$ cat src/rtl/tennis_score_display_ctrl.sv
// Score formatter feeding the seven-segment scan driver: latches tennis or
// squash scores on a strobe, formats them into digit enables and segment
// words, and runs blink animations after a point or a game.
module tennis_score_display_ctrl #(
  parameter int N_DIGITS     = 8,
  parameter int PTS_W        = 4,
  parameter int GAME_W       = 4,
  parameter int BLINK_DIV    = 25_000_000,
  parameter int FLASH_BLINKS = 3
) (
  input  logic                  clk,
  input  logic                  rst,
  input  logic                  mode,
  input  logic                  upd,
  input  logic [PTS_W-1:0]      p0_pts,
  input  logic [PTS_W-1:0]      p1_pts,
  input  logic [GAME_W-1:0]     p0_games,
  input  logic [GAME_W-1:0]     p1_games,
  output logic [N_DIGITS-1:0]   an_en,
  output logic [7*N_DIGITS-1:0] seg_data,
  output logic                  busy,
  output logic                  game_pt
);

  localparam int TIMER_W = (BLINK_DIV > 1) ? $clog2(BLINK_DIV) : 1;
  localparam int HP_W    = (2 * FLASH_BLINKS > 1) ? $clog2(2 * FLASH_BLINKS) : 1;
  localparam logic [TIMER_W-1:0] TIMER_LAST = TIMER_W'(BLINK_DIV - 1);
  localparam logic [HP_W-1:0]    HP_LAST    = HP_W'(2 * FLASH_BLINKS - 1);

  localparam logic [6:0] SEG_BLANK = 7'b0000000;
  localparam logic [6:0] SEG_P     = 7'b1110011;
  localparam logic [6:0] SEG_A     = 7'b1110111;
  localparam logic [6:0] SEG_D     = 7'b1011110;
  localparam logic [6:0] SEG_E     = 7'b1111001;

  typedef enum logic [1:0] {SHOW, FLASH, WIN} state_t;

  state_t              state;
  logic [TIMER_W-1:0]  timer;
  logic [HP_W-1:0]     half_cnt;
  logic                scorer;
  logic                mode_q;
  logic [PTS_W-1:0]    p0_pts_q, p1_pts_q;
  logic [GAME_W-1:0]   p0_games_q, p1_games_q;

  logic [7:0][6:0]     dig;
  logic [7:0]          en8;
  logic [7:0]          blank_mask;
  logic                gp_next;

  logic                games_chg, p0_inc, p1_inc;
  logic [2:0]          a, b;
  logic                deuce, adv0, adv1, gp0, gp1;

  function automatic logic [6:0] dec_code(input logic [3:0] v);
    case (v)
      4'd0:    dec_code = 7'b0111111;
      4'd1:    dec_code = 7'b0000110;
      4'd2:    dec_code = 7'b1011011;
      4'd3:    dec_code = 7'b1001111;
      4'd4:    dec_code = 7'b1100110;
      4'd5:    dec_code = 7'b1101101;
      4'd6:    dec_code = 7'b1111101;
      4'd7:    dec_code = 7'b0000111;
      4'd8:    dec_code = 7'b1111111;
      4'd9:    dec_code = 7'b1101111;
      default: dec_code = SEG_BLANK;
    endcase
  endfunction

  function automatic logic [3:0] games_digit(input logic [GAME_W-1:0] g);
    games_digit = (32'(g) > 32'd9) ? 4'd9 : 4'(g);
  endfunction

  function automatic logic [3:0] tens_of(input logic [PTS_W-1:0] v);
    int unsigned x;
    x = 32'(v);
    if (x > 99) x = 99;
    tens_of = 4'(x / 10);
  endfunction

  function automatic logic [3:0] ones_of(input logic [PTS_W-1:0] v);
    int unsigned x;
    x = 32'(v);
    if (x > 99) x = 99;
    ones_of = 4'(x % 10);
  endfunction

  assign games_chg = (p0_games != p0_games_q) || (p1_games != p1_games_q);
  assign p0_inc    = p0_pts > p0_pts_q;
  assign p1_inc    = p1_pts > p1_pts_q;

  // Score latches, animation state, blink timer and half-period counter.
  always_ff @(posedge clk or negedge rst) begin
    if (!rst) begin
      state      <= SHOW;
      timer      <= '0;
      half_cnt   <= '0;
      scorer     <= 1'b0;
      busy       <= 1'b0;
      mode_q     <= 1'b0;
      p0_pts_q   <= '0;
      p1_pts_q   <= '0;
      p0_games_q <= '0;
      p1_games_q <= '0;
    end else if (upd) begin
      mode_q     <= mode;
      p0_pts_q   <= p0_pts;
      p1_pts_q   <= p1_pts;
      p0_games_q <= p0_games;
      p1_games_q <= p1_games;
      timer      <= '0;
      half_cnt   <= '0;
      if (mode != mode_q) begin
        state <= SHOW;
        busy  <= 1'b0;
      end else if (games_chg) begin
        state <= WIN;
        busy  <= 1'b1;
      end else if (p0_inc || p1_inc) begin
        state  <= FLASH;
        busy   <= 1'b1;
        scorer <= !p0_inc;
      end
    end else if (state != SHOW) begin
      if (timer == TIMER_LAST) begin
        timer <= '0;
        if (half_cnt == HP_LAST) begin
          half_cnt <= '0;
          state    <= SHOW;
          busy     <= 1'b0;
        end else begin
          half_cnt <= half_cnt + HP_W'(1);
        end
      end else begin
        timer <= timer + TIMER_W'(1);
      end
    end
  end

  // Format the latched scores into eight digit codes, enables and blink mask.
  always_comb begin
    dig        = '0;
    en8        = '0;
    gp_next    = 1'b0;
    blank_mask = '0;
    a          = (32'(p0_pts_q) > 32'd4) ? 3'd4 : 3'(p0_pts_q);
    b          = (32'(p1_pts_q) > 32'd4) ? 3'd4 : 3'(p1_pts_q);
    deuce      = (a >= 3'd3) && (a == b);
    adv0       = (a == 3'd4) && (b == 3'd3);
    adv1       = (a == 3'd3) && (b == 3'd4);
    gp0        = adv0 || ((a == 3'd3) && (b < 3'd3));
    gp1        = adv1 || ((b == 3'd3) && (a < 3'd3));
    if (!mode_q) begin
      dig[7] = dec_code(games_digit(p0_games_q));
      dig[0] = dec_code(games_digit(p1_games_q));
      dig[5] = adv0 ? SEG_A : (deuce ? dec_code(4'd3) : dec_code({1'b0, a}));
      dig[2] = adv1 ? SEG_A : (deuce ? dec_code(4'd3) : dec_code({1'b0, b}));
      en8    = 8'b10100101;
      if (deuce) begin
        dig[4] = SEG_D;
        dig[3] = SEG_E;
        en8    = 8'b10111101;
      end else if (gp0 || gp1) begin
        dig[4]  = SEG_P;
        dig[3]  = gp0 ? dec_code(4'd1) : dec_code(4'd2);
        en8     = 8'b10111101;
        gp_next = 1'b1;
      end
    end else begin
      if (tens_of(p0_pts_q) != 4'd0) begin
        dig[7] = dec_code(tens_of(p0_pts_q));
        en8[7] = 1'b1;
      end
      dig[6] = dec_code(ones_of(p0_pts_q));
      en8[6] = 1'b1;
      if (tens_of(p1_pts_q) != 4'd0) begin
        dig[1] = dec_code(tens_of(p1_pts_q));
        en8[1] = 1'b1;
      end
      dig[0] = dec_code(ones_of(p1_pts_q));
      en8[0] = 1'b1;
    end
    if (state != SHOW && !half_cnt[0]) begin
      if (state == WIN)
        blank_mask = 8'hFF;
      else if (!scorer)
        blank_mask = mode_q ? 8'b11000000 : 8'b00100000;
      else
        blank_mask = mode_q ? 8'b00000011 : 8'b00000100;
    end
  end

  // Register the display outputs; animations only gate the enables.
  always_ff @(posedge clk or negedge rst) begin
    if (!rst) begin
      an_en    <= '0;
      seg_data <= '0;
      game_pt  <= 1'b0;
    end else begin
      an_en    <= N_DIGITS'(en8 & ~blank_mask);
      seg_data <= (7 * N_DIGITS)'(dig);
      game_pt  <= gp_next;
    end
  end

endmodule
$ cat config.mk
export PLATFORM = sky130hd
export DESIGN_NAME = tennis_score_display_ctrl
export DESIGN_NICKNAME = d
export VERILOG_FILES = /design/src/rtl/tennis_score_display_ctrl.sv
export SDC_FILE = /design/constraint.sdc
export NUM_CORES = 1
export LEC_CHECK = 0
export BUFFER_PORTS_ARGS = -buffer_cell sky130_fd_sc_hd__buf_2
export CORE_UTILIZATION = 45
export DETAILED_ROUTE_END_ITERATION = 12
export GPL_TIMING_DRIVEN = 0
export PLACE_DENSITY = 0.75
export SLEW_MARGIN = 10
export SYNTH_ARGS = -nofsm -noshare
export SYNTH_HDL_FRONTEND = slang
export SYNTH_SLANG_ARGS = --single-unit
$ cat constraint.sdc
create_clock -name clk -period 2.3 [get_ports clk]
set_input_delay 0.23 -clock clk [delete_from_list [all_inputs] [get_ports clk]]
set_output_delay 0.23 -clock clk [all_outputs]
set_load 0.02 [all_outputs]
==> results.yml, run 1 <==
setup_path:
  cp.required_ns: 2.56
  start_kind: "register"
  cp_max_fo: 8
  slowest_stage: "o21ai_0"
  cp_slowest_stage_delay_ns: 0.57
  path_common_cell: "inv_1"
  cp_top_family: "compound AO/OA/AOI/OAI gates"
  critPathCaptureType: "register"
  critPathKind: "register to register"
  crit_chain: "buf_2, inv_1, o21ai_0, inv_1, ha_1, mux2_2, a21oi_1"
  crit_arrival_ns: 2.45
  critPathBufInv: 3
timing:
  setup_viol_count_final: 0
  hold_viol: 0
  period_minus_slack_ns: 2.193
  drv_slew: 0
  fmax_ghz: 0.4560
  slew_headroom: 0.5493
  post-route-period-util: 0.9535
  max_slew.worst_pin.slew_ns: 0.6724
  hold_ws_ns: 0.1225
  clock_skew_ns: 0.005721
layout:
  n_antenna_cell: 0
  post_route_cells_drive_above_1_share: 0.2328
  final_nets: 734
  multiInputGateArea_sq_um: 2749
  seq_area_sq_um: 2430
  n_fill_cell: 1035
  utilization: 0.5556
  area_growth_pct: 18.00
  finalInstanceArea_sq_um: 6480
place:
  port_buffers: 80
  place_area_sq_um: 6116
  hpwl_um: 9199
  place_congestion: 0.9159
global_routing:
  grt_max_degree: 57
  grt_pass1_vias: 4345
  antenna_found_initial: 0
  grt_overflow_total: 0
  track_usage: 0.2068
  grt_pass1_wl_um: 20830
drt:
  vias: 4622
  drtIter0Drc: 274
  wl_um: 12550
  avgRoutedWirePerCell_um: 15.19
  firstDrtPassIters: 5
  viasPerCell: 5.596
  ant_nets: 0
  drc: 0
clock_tree:
  cts_tree: "done"
  clkTransAtPathRegs_ns: 0.07
  cts_num_sinks: 97
  cts_root_buf: "clkbuf_16"
  cts_buffers: 9
  worst_skew_pair.late_latency_ns: 0.35
  cts_buffer_depth: 2
  htreeDepth: 3
pwr:
  p_clk_frac: 0.323
  p_sw_frac: 0.3183
  p_comb_frac: 0.259
  leakagePower_nw: 3.049
  p_sw_w: 0.001485
  internal_power_w: 0.003179
  p_per_area_nw_per_um2: 719.7
  p_seq_frac: 0.418
  ir_worst_vdd_mv: 0.2953
floorplan:
  start_util: 0.4709
  dieHeight_um: 112.5
  dieArea_sq_um: 12650
  core_sq_um: 11660
  row_count: 39
  pin_count: 86
  die_w_um: 112.5
synth:
  yosys.area.top_type: "dfrtp_1"
  ys.flop_type: "dfrtp_1"
  synth_edf_count: 0
  synth_area_leaders: "dfrtp_1, ha_1, a21oi_1, nand2_1, nor2_1"
  syn_inst: 580
  yosys_register_bits: 97
  ys_types: 67
  ys_seq_area_frac: 0.4420
  yosysTopAreaCellShare: 0.4420
  avgSynthCellArea_sq_um: 9.468
  synth_area_sq_um: 5492
  ys_async_sr_fraction: 1.000
  yosysWarnings: 0
min_path:
  hold_path.class: "input port to register"
job:
  drv_cap: 0
outcome:
  status: "completed"
## power by group through the flow
stage	clock network, W	registers [W]	logic (W)
after floorplan	0	0.00213	0.000642
after global placement	0	0.00197	0.00114
after detailed placement	0	0.00198	0.00118
final	0.00151	0.00195	0.00121
after global routing	0.00162	0.00197	0.00133
after CTS	0.00154	0.00195	0.00120
## routing by layer
layer	global-route usage	wire, um	up-vias
met2	0.3540	6228	139
met1	0.2579	5516	2263
met4	0.09956	316	0
met5	0	0	-
met3	0.02970	490	24
li1	-	-	2196
## final timing paths
kind	startpoint	endpoint	slack (ns)	depth (start not counted)
setup / recovery	p0_pts_q[1]	seg_data[45]	0.11	7
hold / removal	p0_pts[1]	p0_pts_q[1]	0.12	3
setup reg to reg	p0_pts_q[1]	seg_data[45]	0.11	7
hold reg to reg	timer[22]	timer[22]	0.51	1
max in group asynchronous	rst	p0_pts_q[2]	1.24	3
min in group asynchronous	rst	seg_data[43]	0.41	2
## logic make-up (layout without fill, tap and decap cells)
group / after synthesis / in the layout / share of synthesized area
fa+ha+maj: 36 / 36 / 0.08202
flops: 97 / 97 / 0.4420
buf+inv: 71 / 170 / 0.06653
mux: 14 / 14 / 0.02780
simple gates: 206 / 206 / 0.1930
compound gates: 128 / 128 / 0.1449
xor+xnor: 27 / 27 / 0.04306
other cells: 1 / 5 / 0.0006829
## timing repair
action | 4_1_cts | 5_1_grt
resized for setup | 7 | 5
hold buffers | 1 | 0
setup buffers | 1 | 1
pin swaps | 2 | 1
endpoints found under the hold margin | 41 | 0
setup endpoints to repair | 24 | 24
## worst min-delay path, cell delays in order
cell     delay [ns]
buf_2          0.10
nand2_1        0.05
o21ai_0        0.06
## final cells by class
class                           count  share of cell area
Multi-Input combinational cell    416              0.4242
Sequential cell                    97              0.3750
Timing Repair Buffer               84             0.07028
Buffer                             41             0.03997
Clock buffer                       12             0.03804
Tap cell                          143             0.02761
Inverter                           29             0.01680
Clock inverter                      4            0.008110
## flip-flops by register name (all words and copies together), names as in the netlist
name and cells:
mode_q 1, p1_games_q 4, an_en 7, half_cnt 3
p1_pts_q 4, state 2, busy 1, p0_games_q 4
scorer 1, timer 25, p0_pts_q 4, seg_data 41
## cells in the mapped netlist (6+ instances only)
| cell type | n |
|---|---|
| o21ai_0 | 33 |
| a21oi_1 | 49 |
| xor2_1 | 13 |
| clkbuf_1 | 14 |
| nand2_1 | 56 |
| nand4_1 | 18 |
| nand2b_1 | 7 |
| inv_1 | 29 |
| xnor2_1 | 14 |
| ha_1 | 36 |
| buf_2 | 6 |
| buf_4 | 18 |
| mux2_2 | 10 |
| nand3_1 | 20 |
| a31oi_1 | 10 |
| dfrtp_1 | 97 |
| nor3_1 | 8 |
| nor2_1 | 56 |
## through the flow
step	total power (W)	std cells	TNS (ns)	worst slack, ns
2_1_floorplan	0.002776	584	0	0.1301
3_3_place_gp	0.003111	807	-1.801	-0.1518
3_5_place_dp	0.003158	808	-2.911	-0.1974
4_1_cts	0.004691	825	0	0.01112
5_1_grt	0.004923	826	-0.0009921	-0.0009921
6_report	0.004664	826	0	0.1070
## cell usage in the layout, fill, tap and decap left out, types with 8 or more instances in the layout
master | synthesis | final
mux2_2 | 10 | 10
dfrtp_1 | 97 | 95
ha_1 | 36 | 35
nand4_1 | 18 | 18
nand2_1 | 56 | 56
a31oi_1 | 10 | 10
nor2_1 | 56 | 55
xnor2_1 | 14 | 14
buf_2 | 6 | 84
nor3_1 | 8 | 8
inv_1 | 29 | 29
a21oi_1 | 49 | 48
o21ai_0 | 33 | 32
clkbuf_16 | 0 | 9
buf_4 | 18 | 21
nand3_1 | 20 | 20
xor2_1 | 13 | 13
clkbuf_1 | 14 | 15
No activity file was read; power rests on OpenSTA's default activity.
==> inputs of run 2 (changes only) <==
--- a/config.mk
+++ b/config.mk
@@ -5,6 +5,7 @@
 export SDC_FILE = /design/constraint.sdc
 export NUM_CORES = 1
 export LEC_CHECK = 0
+export ABC_AREA = 1
 export BUFFER_PORTS_ARGS = -buffer_cell sky130_fd_sc_hd__buf_2
 export CORE_UTILIZATION = 45
 export DETAILED_ROUTE_END_ITERATION = 12
==> run 2 against run 1 <==
Clock skew rose by 0.0044 ns. Core utilization down 0.83 points. Flip-flop and latch count unchanged. Maximum frequency increased by 9.4%. Via count grew 4.4%. Setup slack improved by 0.19 ns. Die area increased by 2.6%. Largest cell class unchanged. Area after synthesis grew 2.7%. Sequential power grew 2%. Design area rose by 2.3%. First-iteration DRC count down 26%.
==> results.yml, run 2 <==
synth:
  ys_types: 47
  yosysMostFrequentCell: "nand2_1"
  syn_inst: 710
  yosys-top-cells-count: "nand2_1, dfrtp_1, nor2_1"
  synth_edf_count: 0
  synth_area_sq_um: 5638
  avgSynthCellArea_sq_um: 7.941
  yosysTopAreaCellShare: 0.4305
  ys_async_sr_fraction: 1.000
  yosys.area.top_type: "dfrtp_1"
  yosysWarnings: 0
  synth_area_leaders: "dfrtp_1, nand2_1, ha_1, nor2_1, inv_1"
  ys_seq_area_frac: 0.4305
  yosys_register_bits: 97
  ys.flop_type: "dfrtp_1"
setup_path:
  critPathKind: "register to register"
  cp_slowest_stage_delay_ns: 0.45
  start_kind: "register"
  ff2ff_setup_slack_ns: 0.29
  crit_arrival_ns: 2.29
  reg2reg_from: "p0_pts_q[2]"
  cp_max_fo: 8
  crit_chain: "nor2_8, nand2_2, inv_1, ha_1, inv_1, nor2_1, nand3_1, o21ai_1, o21ai_1, o21ai_2, and2_1"
  cp.required_ns: 2.59
  critPathCaptureType: "register"
  slowest_stage: "dfrtp_1"
  r2r_cells: 11
  r2r_end: "an_en[4]"
global_routing:
  grt_pass1_vias: 4472
  antenna_found_initial: 0
  grt_pass1_wl_um: 21380
  grt_overflow_total: 0
  grt_max_degree: 53
  track_usage: 0.2111
place:
  hpwl_um: 9517
  port_buffers: 80
  place_ws_ns: 0.3593
  place_area_sq_um: 6294
  place_congestion: 0.8916
  placed_cells: 963
layout:
  n_antenna_cell: 0
  utilization: 0.5473
  largest-register: "seg_data"
  post_route_cells_drive_above_1_share: 0.2020
  top_regs: "seg_data (41), timer (25), an_en (7)"
  layout.cells.most_common: "nand2_1"
  stdcell_count: 980
  area_growth_pct: 17.58
  finalInstanceArea_sq_um: 6629
  largest_reg_flops: 41
  n_fill_cell: 1160
  final_cell_mix: "nand2_1, dfrtp_1, nor2_1"
  final_nets: 863
floorplan:
  dieHeight_um: 113.9
  die_w_um: 113.9
  core_sq_um: 12110
  row_count: 40
  start_util: 0.4655
  pin_count: 86
  dieArea_sq_um: 12980
drt:
  firstDrtPassIters: 4
  avgRoutedWirePerCell_um: 12.87
  vias: 4826
  drtIter0Drc: 204
  wl_um: 12610
  viasPerCell: 4.924
  ant_nets: 0
  drc: 0
pwr:
  p_sw_frac: 0.3288
  p_sw_w: 0.001596
  p_comb_frac: 0.253
  p_per_area_nw_per_um2: 732.0
  p_seq_frac: 0.410
  ir_worst_vdd_mv: 0.3379
  leakagePower_nw: 3.406
  p_clk_frac: 0.337
  internal_power_w: 0.003256
clock_tree:
  postCtsSetupBuffers: 0
  holdBufCountCts: 1
  cts_resized: 0
  cts_buffers: 9
  clkTransAtPathRegs_ns: 0.07
  cts_buffer_depth: 2
  cts_root_buf: "clkbuf_16"
  htreeDepth: 3
  worst_skew_pair.late_latency_ns: 0.36
  cts_tree: "done"
  cts_num_sinks: 97
min_path:
  hold_path.class: "input port to register"
  whs_endpoint: "p0_pts_q[0]"
  hold_path.startpoint: "p0_pts[0]"
  min_delay_path_depth: 3
outcome:
  status: "completed"
timing:
  slew_headroom: 0.5490
  clock_skew_ns: 0.01015
  post-route-period-util: 0.8717
  hold_viol: 0
  period_minus_slack_ns: 2.005
  setup_slack_ns: 0.2950
  tns_ns: 0
  setup_viol_count_final: 0
  max_slew.worst_pin.slew_ns: 0.6766
  fmax_ghz: 0.4988
  drv_slew: 0
  rsz0062_at_grt: "false"
job:
  drv_cap: 0
## run 2: cell count changes in the layout (fill, tap and decap cells not counted), moves of 13 or more
cell and change:
xnor2_1 -13, a21oi_1 -17, nand4_1 -15, inv_1 +52, nor2_1 +34, nand2_1 +105
## run 2: metrics by stage
step           power [W]  hold slack (ns)
3_5_place_dp    0.003246           0.3147
4_1_cts         0.004901          0.09691
5_1_grt         0.005131           0.1106
6_report        0.004852           0.1065
3_3_place_gp    0.003221           0.4583
2_1_floorplan   0.002850         -0.06559
## run 2: worst max path at each step
stage / depth (start not counted) / to / start / slack, ns
2_1_floorplan: 10 / seg_data[18] / p0_pts_q[2] / 0.63
3_3_place_gp: 1 / seg_data[4] / rst / 0.02
3_5_place_dp: 4 / seg_data[51] / mode_q / 0.36
4_1_cts: 11 / an_en[4] / p0_pts_q[2] / 0.34
5_1_grt: 11 / an_en[4] / p0_pts_q[2] / 0.13
6_report: 11 / an_en[4] / p0_pts_q[2] / 0.29
## run 2: layout make-up
cell class,instances,area [sq um],share of cell area
Clock buffer,9,225.2,0.03398
Sequential cell,97,2427,0.3662
Clock inverter,7,100.1,0.01510
Timing Repair Buffer,82,440.4,0.06644
Tap cell,168,210.2,0.03171
Buffer,30,191.4,0.02888
Multi-Input combinational cell,493,2681,0.4045
Inverter,94,352.8,0.05323
## run 2: cell families (layout without fill, tap and decap cells)
group	Yosys count	in the layout	share of synthesized area
flip-flops	97	97	0.4305
AO/OA/AOI/OAI	116	116	0.1269
adder cells (fa/ha/maj)	36	36	0.07989
AND/OR/NAND/NOR	327	327	0.2514
other	1	5	0.0006651
XOR/XNOR	9	9	0.01398
buffers and inverters	124	222	0.09654
## run 2: power groups by stage
stage | sequential, W | clock [W] | combinational, W
floorplan | 0.00218 | 0 | 0.000672
global placement | 0.00202 | 0 | 0.00120
detailed placement | 0.00202 | 0 | 0.00122
CTS | 0.00199 | 0.00168 | 0.00123
global route | 0.00201 | 0.00175 | 0.00137
finish | 0.00199 | 0.00164 | 0.00123
## run 2: critical path, delay by kind of cell, from the launching register on
kind / cells / cell delay [ns]
and+or+nand+nor: 5 / 0.79
DFF: 1 / 0.45
buffers and inverters: 2 / 0.13
adders and majority gates: 1 / 0.20
AOI/OAI and AO/OA: 3 / 0.36
## run 2: metal layers
metal / up-vias / part of all wire / global-route usage / wire length, um
li1: 2447 / - / - / -
met1: 2263 / 0.48 / 0.2845 / 5989
met2: 104 / 0.47 / 0.3446 / 5880
met3: 12 / 0.045 / 0.04676 / 564
met4: 0 / 0.014 / 0.05455 / 173
met5: - / 0 / 0 / 0
